### config.mk
export PLATFORM = sky130hd
export DESIGN_NAME = lc3b_dm_cache
export DESIGN_NICKNAME = d
export VERILOG_FILES = /design/src/rtl/lc3b_dm_cache_pkg.sv /design/src/rtl/lc3b_cache_array.sv /design/src/rtl/lc3b_dm_cache.sv
export SDC_FILE = /design/constraint.sdc
export NUM_CORES = 2
export LEC_CHECK = 0
export CAP_MARGIN = 20
export CORE_MARGIN = 5
export CORE_UTILIZATION = 55
export CTS_BUF_LIST = sky130_fd_sc_hd__clkbuf_16
export CTS_CLUSTER_SIZE = 28
export DETAILED_ROUTE_END_ITERATION = 16
export GPL_TIMING_DRIVEN = 0
export MAX_ROUTING_LAYER = met4
export PLACE_DENSITY = 0.74
export SETUP_SLACK_MARGIN = 0.02
export SKIP_CTS_REPAIR_TIMING = 1
export SLEW_MARGIN = 25
export SYNTH_ARGS = -nofsm -noshare
export SYNTH_HDL_FRONTEND = slang
export SYNTH_HIERARCHICAL = 1
export SYNTH_SLANG_ARGS = --single-unit
### constraint.sdc
create_clock -name clk -period 9.32 [get_ports clk]
set_input_delay 0.932 -clock clk [delete_from_list [all_inputs] [get_ports clk]]
set_output_delay 0.932 -clock clk [all_outputs]
set_load 0.1 [all_outputs]
### src/rtl/lc3b_dm_cache_pkg.sv
// ============================================================================
//  Module  : lc3b_dm_cache_pkg
//  Brief   : Shared types and line helpers for the LC-3b direct-mapped cache
//  Revision: 1.0 - initial release
// ============================================================================
`default_nettype none

package lc3b_dm_cache_pkg;

  typedef logic [15:0]  lc3b_word;
  typedef logic [1:0]   lc3b_mem_wmask;
  typedef logic [8:0]   lc3b_cache_tag;
  typedef logic [2:0]   lc3b_cache_index;
  typedef logic [3:0]   lc3b_cache_offset;
  typedef logic [2:0]   lc3b_line_word_sel;
  typedef logic [127:0] lc3b_cache_line;

  typedef enum logic [1:0] {
    S_IDLE  = 2'd0,
    S_WB    = 2'd1,
    S_ALLOC = 2'd2
  } lc3b_cache_state;

  // Extract one 16-bit word from a line; word 0 sits in the low bits.
  function automatic lc3b_word get_word(input lc3b_cache_line line,
                                        input lc3b_line_word_sel sel);
    return line[{sel, 4'h0} +: 16];
  endfunction

  // Merge the enabled bytes of a CPU write into the selected word of a line.
  function automatic lc3b_cache_line merge_word(input lc3b_cache_line line,
                                                input lc3b_line_word_sel sel,
                                                input lc3b_word wdata,
                                                input lc3b_mem_wmask wmask);
    lc3b_cache_line r;
    r = line;
    if (wmask[0]) r[{sel, 4'h0} +: 8] = wdata[7:0];
    if (wmask[1]) r[{sel, 4'h8} +: 8] = wdata[15:8];
    return r;
  endfunction

endpackage

`default_nettype wire

### src/rtl/lc3b_cache_array.sv
// ============================================================================
//  Module  : lc3b_cache_array
//  Brief   : 8-entry storage array, asynchronous read, synchronous write,
//            synchronous clear of every entry on reset
//  Revision: 1.0 - initial release
// ============================================================================
`default_nettype none

module lc3b_cache_array #(
  parameter int WIDTH = 1
) (
  input  logic             clk,
  input  logic             reset,
  input  logic             we,
  input  logic [2:0]       index,
  input  logic [WIDTH-1:0] din,
  output logic [WIDTH-1:0] dout
);

  logic [WIDTH-1:0] mem [8];

  // Clear every entry on reset, otherwise write the addressed entry when enabled.
  always_ff @(posedge clk) begin
    if (reset) begin
      for (int i = 0; i < 8; i++) begin
        mem[i] <= '0;
      end
    end else if (we) begin
      mem[index] <= din;
    end
  end

  assign dout = mem[index];

endmodule

`default_nettype wire

### src/rtl/lc3b_dm_cache.sv
// ============================================================================
//  Module  : lc3b_dm_cache
//  Brief   : Direct-mapped, write-back, write-allocate cache, 8 x 128-bit lines,
//            between the LC-3b CPU memory port and a 128-bit physical memory
//  Revision: 1.0 - initial release
// ============================================================================
`default_nettype none

module lc3b_dm_cache
  import lc3b_dm_cache_pkg::*;
(
  input  logic         clk,
  input  logic         reset,
  // CPU side
  input  logic [15:0]  mem_address,
  input  logic         mem_read,
  input  logic         mem_write,
  input  logic [1:0]   mem_wmask,
  input  logic [15:0]  mem_wdata,
  output logic         mem_resp,
  output logic [15:0]  mem_rdata,
  // Physical memory side
  output logic [15:0]  pmem_address,
  output logic         pmem_read,
  output logic         pmem_write,
  output logic [127:0] pmem_wdata,
  input  logic [127:0] pmem_rdata,
  input  logic         pmem_resp
);

  lc3b_cache_state   state;

  lc3b_cache_tag     addr_tag;
  lc3b_cache_index   addr_index;
  lc3b_line_word_sel addr_word;
  logic              addr_bit0_unused;

  lc3b_cache_line    line_out;
  lc3b_cache_tag     tag_out;
  logic              valid_out;
  logic              dirty_out;

  logic              req;
  logic              hit;
  logic              idle_write_hit;
  logic              fill_done;

  logic              data_we;
  lc3b_cache_line    data_in;
  logic              meta_we;
  logic              dirty_we;
  logic              dirty_in;

  // Byte 0 of the CPU address never selects anything: accesses are word wide.
  assign addr_tag         = mem_address[15:7];
  assign addr_index       = mem_address[6:4];
  assign addr_word        = mem_address[3:1];
  assign addr_bit0_unused = mem_address[0];

  // A simultaneous read and write is treated as a write, so only the
  // presence of some request matters for hit/miss handling.
  assign req            = mem_read | mem_write;
  assign hit            = valid_out && (tag_out == addr_tag);
  assign idle_write_hit = (state == S_IDLE) && mem_write && hit;
  assign fill_done      = (state == S_ALLOC) && pmem_resp;

  // Zero-wait hits: the response is combinational while idle.
  assign mem_resp  = (state == S_IDLE) && req && hit;
  assign mem_rdata = get_word(line_out, addr_word);

  // Bus controls are pure decodes of the state register, so they drop the
  // cycle after reset and read/write can never overlap.
  assign pmem_write   = (state == S_WB);
  assign pmem_read    = (state == S_ALLOC);
  assign pmem_address = (state == S_WB) ? {tag_out, addr_index, 4'h0}
                                        : {mem_address[15:4], 4'h0};
  assign pmem_wdata   = line_out;

  // Array write enables and write data for hit merges, fills and writebacks.
  always_comb begin
    data_we  = 1'b0;
    data_in  = pmem_rdata;
    meta_we  = 1'b0;
    dirty_we = 1'b0;
    dirty_in = 1'b0;
    if (idle_write_hit) begin
      data_we  = 1'b1;
      data_in  = merge_word(line_out, addr_word, mem_wdata, mem_wmask);
      dirty_we = 1'b1;
      dirty_in = 1'b1;
    end else if (fill_done) begin
      data_we  = 1'b1;
      meta_we  = 1'b1;
      dirty_we = 1'b1;
    end else if ((state == S_WB) && pmem_resp) begin
      dirty_we = 1'b1;
    end
  end

  // Miss handling: write back a dirty victim, then fill, then retry in idle.
  always_ff @(posedge clk) begin
    if (reset) begin
      state <= S_IDLE;
    end else begin
      case (state)
        S_IDLE: begin
          if (req && !hit) begin
            state <= dirty_out ? S_WB : S_ALLOC;
          end
        end
        S_WB: begin
          if (pmem_resp) state <= S_ALLOC;
        end
        S_ALLOC: begin
          if (pmem_resp) state <= S_IDLE;
        end
        default: state <= S_IDLE;
      endcase
    end
  end

  lc3b_cache_array #(.WIDTH(128)) u_data (
    .clk   (clk),
    .reset (reset),
    .we    (data_we),
    .index (addr_index),
    .din   (data_in),
    .dout  (line_out)
  );

  lc3b_cache_array #(.WIDTH(9)) u_tag (
    .clk   (clk),
    .reset (reset),
    .we    (meta_we),
    .index (addr_index),
    .din   (addr_tag),
    .dout  (tag_out)
  );

  lc3b_cache_array #(.WIDTH(1)) u_valid (
    .clk   (clk),
    .reset (reset),
    .we    (meta_we),
    .index (addr_index),
    .din   (1'b1),
    .dout  (valid_out)
  );

  lc3b_cache_array #(.WIDTH(1)) u_dirty (
    .clk   (clk),
    .reset (reset),
    .we    (dirty_we),
    .index (addr_index),
    .din   (dirty_in),
    .dout  (dirty_out)
  );

endmodule

`default_nettype wire

# ---- Word level (Yosys, flattened, before mapping)
# Memory sizes are Yosys's and may differ from the RTL's.
# Cells that the tools add are included.
dict set report classes {
  n_addsub 2
  n_shift 5
  n_reduce_logical 15
  bitwise 1
  n_mux 42
  n_eq_ne 6
}
# operator count
set op_table {}
lappend op_table {{128-bit two-way mux} 5}
lappend op_table {{128-bit bitwise mux} 2}
lappend op_table {{8-bit by 9-bit variable shift with 128-bit output, first input constant} 2}
lappend op_table {{8-bit by 9-bit variable part select with 128-bit output} 2}
lappend op_table {{128-bit OR reduction} 1}
lappend op_table {{128-bit by 8-bit variable part select with 16-bit output} 1}
lappend op_table {{1-bit two-way mux} 24}
lappend op_table {{7-bit negator with 9-bit output} 2}
lappend op_table {{16-bit two-way mux} 1}
lappend op_table {{3-bit two-way mux} 4}
lappend op_table {{9-bit == test} 1}
lappend op_table {{9-bit two-way mux} 1}
lappend op_table {{9-bit OR reduction} 1}
lappend op_table {{1-bit logical AND} 8}
lappend op_table {{2-bit two-way mux} 4}
lappend op_table {{2-bit by 1-bit inequality test with 1-bit output, second input constant} 3}
lappend op_table {{2-bit one-hot mux with 3 select lines} 1}
lappend op_table {{3-bit AND reduction} 1}
lappend op_table {{2-bit by 1-bit == test with 1-bit output, second input constant} 1}
lappend op_table {{2-bit == test, second input constant} 1}
lappend op_table {{2-bit zero test} 1}
lappend op_table {{1-bit OR reduction} 2}
lappend op_table {{1-bit zero test} 1}
lappend op_table {{1-bit bitwise OR} 1}
dict set report totals {
  n_memories 4
  input_bits 167
  elab_cells 76
  output_inout_bits 163
  mem_bits_rw 1112
  regBits 2
}
# name depth width read_ports rd_ports_with_merged_regs write_ports line_no
set memory_table {}
lappend memory_table {u_data.mem 8 128 1 0 8 lc3b_cache_array.sv:20} ;# logic [WIDTH-1:0] mem [8];
lappend memory_table {u_tag.mem 8 9 1 0 8 lc3b_cache_array.sv:20}
lappend memory_table {u_dirty.mem 8 1 1 0 8 lc3b_cache_array.sv:20}
lappend memory_table {u_valid.mem 8 1 1 0 8 lc3b_cache_array.sv:20}

# ---- Logic depth before layout (Yosys ltp)
dict set report depth {
  ltp_word 10
  ltp_mapped 17
  depth_no_buf 11
}

# ---- Hierarchy
# Netlist, hierarchy kept.
# mod seq_area_each_um2 n_inst cells_per_inst area_each_um2
set modules_own_cells {}
lappend modules_own_cells {{lc3b_cache_array at u_data} 30749.5 1 2745 45454.8}
lappend modules_own_cells {lc3b_dm_cache 40.0 1 571 4978.5}
lappend modules_own_cells {{lc3b_cache_array at u_tag} 2162.1 1 214 3374.5}
lappend modules_own_cells {{lc3b_cache_array at u_dirty ...} 240.2 2 41 467.9}

# ---- Least setup slack after synthesis
# Ideal clock, no wire load.
dict set report synth_path {
  path_kind {input to register}
  start {input port mem_address[4]}
  end {memory u_data.mem[0][0], enable pin}
  path_buffers 5
  t_required_ns 8.824
  slack_ns 1.825
  setup_ns 0.496
  arrival_time_ns 6.999
  stages 14
  cell_sequence {buf_6 > buf_12 > mux4_1 > mux2_2 > xor2_1 > or4_1 > nor4_2 > buf_2 > buf_2 > nand2b_1 > or3b_1 > nor3_2 > buf_2 > or2_1}
}
# item line_no
set synth_rtl {}
lappend synth_rtl {{start, declared} lc3b_dm_cache.sv:15} ;# input logic [15:0] mem_address,
lappend synth_rtl {{end, declared} lc3b_cache_array.sv:20}

==> results.sh <==
export IMPL_gr_total_overflow=0
export IMPL_synth_area_leaders="edfxtp_1 61%, and2_1 13%, mux4_2 12%"
export IMPL_finClkSkew_ns=0.03098
export IMPL_mostFrequentLayoutCells="1118 x and2_1, 1112 x edfxtp_1, 321 x clkdlybuf4s50_1, 296 x mux4_2, 268 x mux2_2"
export IMPL_place_ws_ns=0.5375
export IMPL_fmax_mhz=120.8
export IMPL_nets=4261
export IMPL_antenna_found_initial=21
export IMPL_die_x_um=325.5
export IMPL_first_pass_iters=6
export IMPL_netlist_area_um2=54740
export IMPL_cp_end_kind="flip-flop"
export IMPL_ios=330
export IMPL_rsz0062_at_grt="false"
export IMPL_vias=34630
export IMPL_grt_max_degree=38
export IMPL_status="completed"
export IMPL_setup_ws_ns=1.041
export IMPL_clockBufferDepth=3
export IMPL_clkSinkCount=1114
export IMPL_irDropWorstVdd_mv=0.1816
export IMPL_rows=115
export IMPL_drtAntennaViolNets=0
export IMPL_synthFlopType="edfxtp_1"
export IMPL_dpl_cell_area_um2=60350
export IMPL_vias_per_cell=6.315
export IMPL_wl_per_cell_um=32.74
export IMPL_yosysTopAreaCell="edfxtp_1"
export IMPL_netlist_area_leader_share=0.6100
export IMPL_dieArea_um2=105900
export IMPL_clk_pin_slew_ns=0.06
export IMPL_root_buffer="clkbuf_16"
export IMPL_final_core_util=0.6500
export IMPL_fin_area_um2=64060
export IMPL_fin_crit_sh=0.8884
export IMPL_numCtsBuffers=114
export IMPL_drv_slew=0
export IMPL_worstPathArrival_ns=8.65
export IMPL_critPathKind="input port to flip-flop"
export IMPL_synthToLayoutAreaGrowth_pct=17.02
export IMPL_layout_commonest_cell="and2_1"
export IMPL_remaining_drc_errors=0
export IMPL_grt_pass1_vias=34290
export IMPL_synthCells=3612
export IMPL_slew_headroom=0.2596
export IMPL_ys_async_sr_fraction=0
export IMPL_routed_wl_um=179600
export IMPL_die_y_um=325.5
export IMPL_dp_hpwl_um=127300
export IMPL_crit_required_ns=9.69
export IMPL_tightest_slew_ns=1.107
export IMPL_drt_iter0_markers=5300
export IMPL_timing_final_crit_period_ns=8.280
export IMPL_avgSynthCellArea_um2=15.16
export IMPL_setup_viol=0
export IMPL_final_setup_tns_ns=0
export IMPL_ys_seq_elements=1114
export IMPL_core_um2=98560
export IMPL_cts_tree="yes"
export IMPL_routabilityCongestion=1.058
export IMPL_final_cells=5484
export IMPL_holdCritPathClass="flip-flop to flip-flop"
export IMPL_track_usage=0.3448
export IMPL_dp_cells=5258
export IMPL_start_util=0.5554
export IMPL_leakage_nw=24.07
export IMPL_htree_levels=3
export IMPL_synth_edf_count=1112
export IMPL_yosysSeqAreaShare=0.6107
export IMPL_hold_viol_final=0
export IMPL_cap_violations=0
export IMPL_drive_gt1_frac=0.2283
export IMPL_power_density_nw_per_um2=190.9
export IMPL_cp_start_kind="input port"
export IMPL_yosysWarningCount=6
export IMPL_clk_latency_ns=0.72
export IMPL_portBuffers=322
export IMPL_grt_pass1_wl_um=251200
export IMPL_synth_cell_type_count=60
export IMPL_crit_fanout=30
## synth_stat cells (all sizes together) (4+ instances only)
cell and n:
or2 18, nand3 14, edfxtp 1112, nor3 13, buf 151, nand4 4, xor2 6, o21bai 6
nor2b 7, nand2b 10, a22o 17, mux4 305, ha 7, a31o 9, nor2 38, clkbuf 101
mux2i 28, nand2 252, o21ai 27, and2 1118, inv 33, mux2 293
## final timing paths
path                                                    start                                to  slack, ns  cells after the start
worst max-delay path                           mem_address[6]  u_data/mem[5][106]$_SDFFCE_PN0P_       1.04                     17
worst min-delay path                    state[1]$_SDFFE_PP0P_             state[1]$_SDFFE_PP0P_       0.68                      2
worst max register to register  u_tag/mem[5][4]$_SDFFCE_PN0P_  u_data/mem[5][106]$_SDFFCE_PN0P_       2.38                     15
worst min register to register          state[1]$_SDFFE_PP0P_             state[1]$_SDFFE_PP0P_       0.68                      2
## sequential cells by signal, summed over array words and instances, names as in the netlist
signal       count
u_data/mem    1024
u_tag/mem       72
u_valid/mem      8
state            2
u_dirty/mem      8
## report_power, final
part / internal [mW] / total (mW) / switching, mW
Clock: 2.58 / 4.52 / 1.94
Combinational: 0.584 / 1.97 / 1.39
Sequential: 5.69 / 5.74 / 0.0490
## area by class of cell
type                            count  area [µm²]
Inverter                           34       127.6
Antenna cell                       19       47.55
Tap cell                         1287        1610
Timing Repair Buffer              355        3938
Sequential cell                  1114       33430
Clock inverter                     93       799.5
Buffer                            252        1281
Multi-Input combinational cell   2216       19970
Clock buffer                      114        2853
Fill cell                        6977       34500
## critical path, stage by stage
cell             delay [ns]
clkdlybuf4s50_1        1.02
buf_1                  0.52
mux4_2                 0.40
mux2_2                 0.33
xor2_1                 0.18
or4_1                  0.62
nor4_4                 0.66
buf_2                  0.54
buf_2                  0.39
nand2b_1               0.35
nand3b_1               0.33
nor2_1                 0.27
clkbuf_1               0.64
or2_4                  0.54
buf_12                 0.29
buf_12                 0.28
buf_16                 0.26
## logic make-up (layout without fill, tap and decap cells)
family          after synthesis  after routing  share of synthesized area
simple gates               1499           1499                     0.1591
flops                      1114           1114                     0.6107
mux                         626            626                     0.1924
buf+inv                     286            848                    0.02569
compound gates               69             69                   0.008891
xor+xnor                      9              9                   0.001440
fa+ha+maj                     7              7                   0.001600
other cells                   2             25                  0.0001372
## through the flow
step / hold slack (ns) / total power [mW]
floorplan: 0.6046 / 7.050
global placement: 0.6447 / 7.746
detailed placement: 0.6561 / 7.774
CTS: 0.6539 / 12.22
global route: 0.7048 / 12.53
finish: 0.6799 / 12.23
## metal layers
layer,up-vias,wire length (µm),track usage
met5,-,0,-
met4,0,9300,0.1489
met3,455,27910,0.1409
met2,2653,77570,0.4843
met1,17250,64780,0.4464
li1,14270,-,-
No activity file was read; power rests on OpenSTA's default activity.
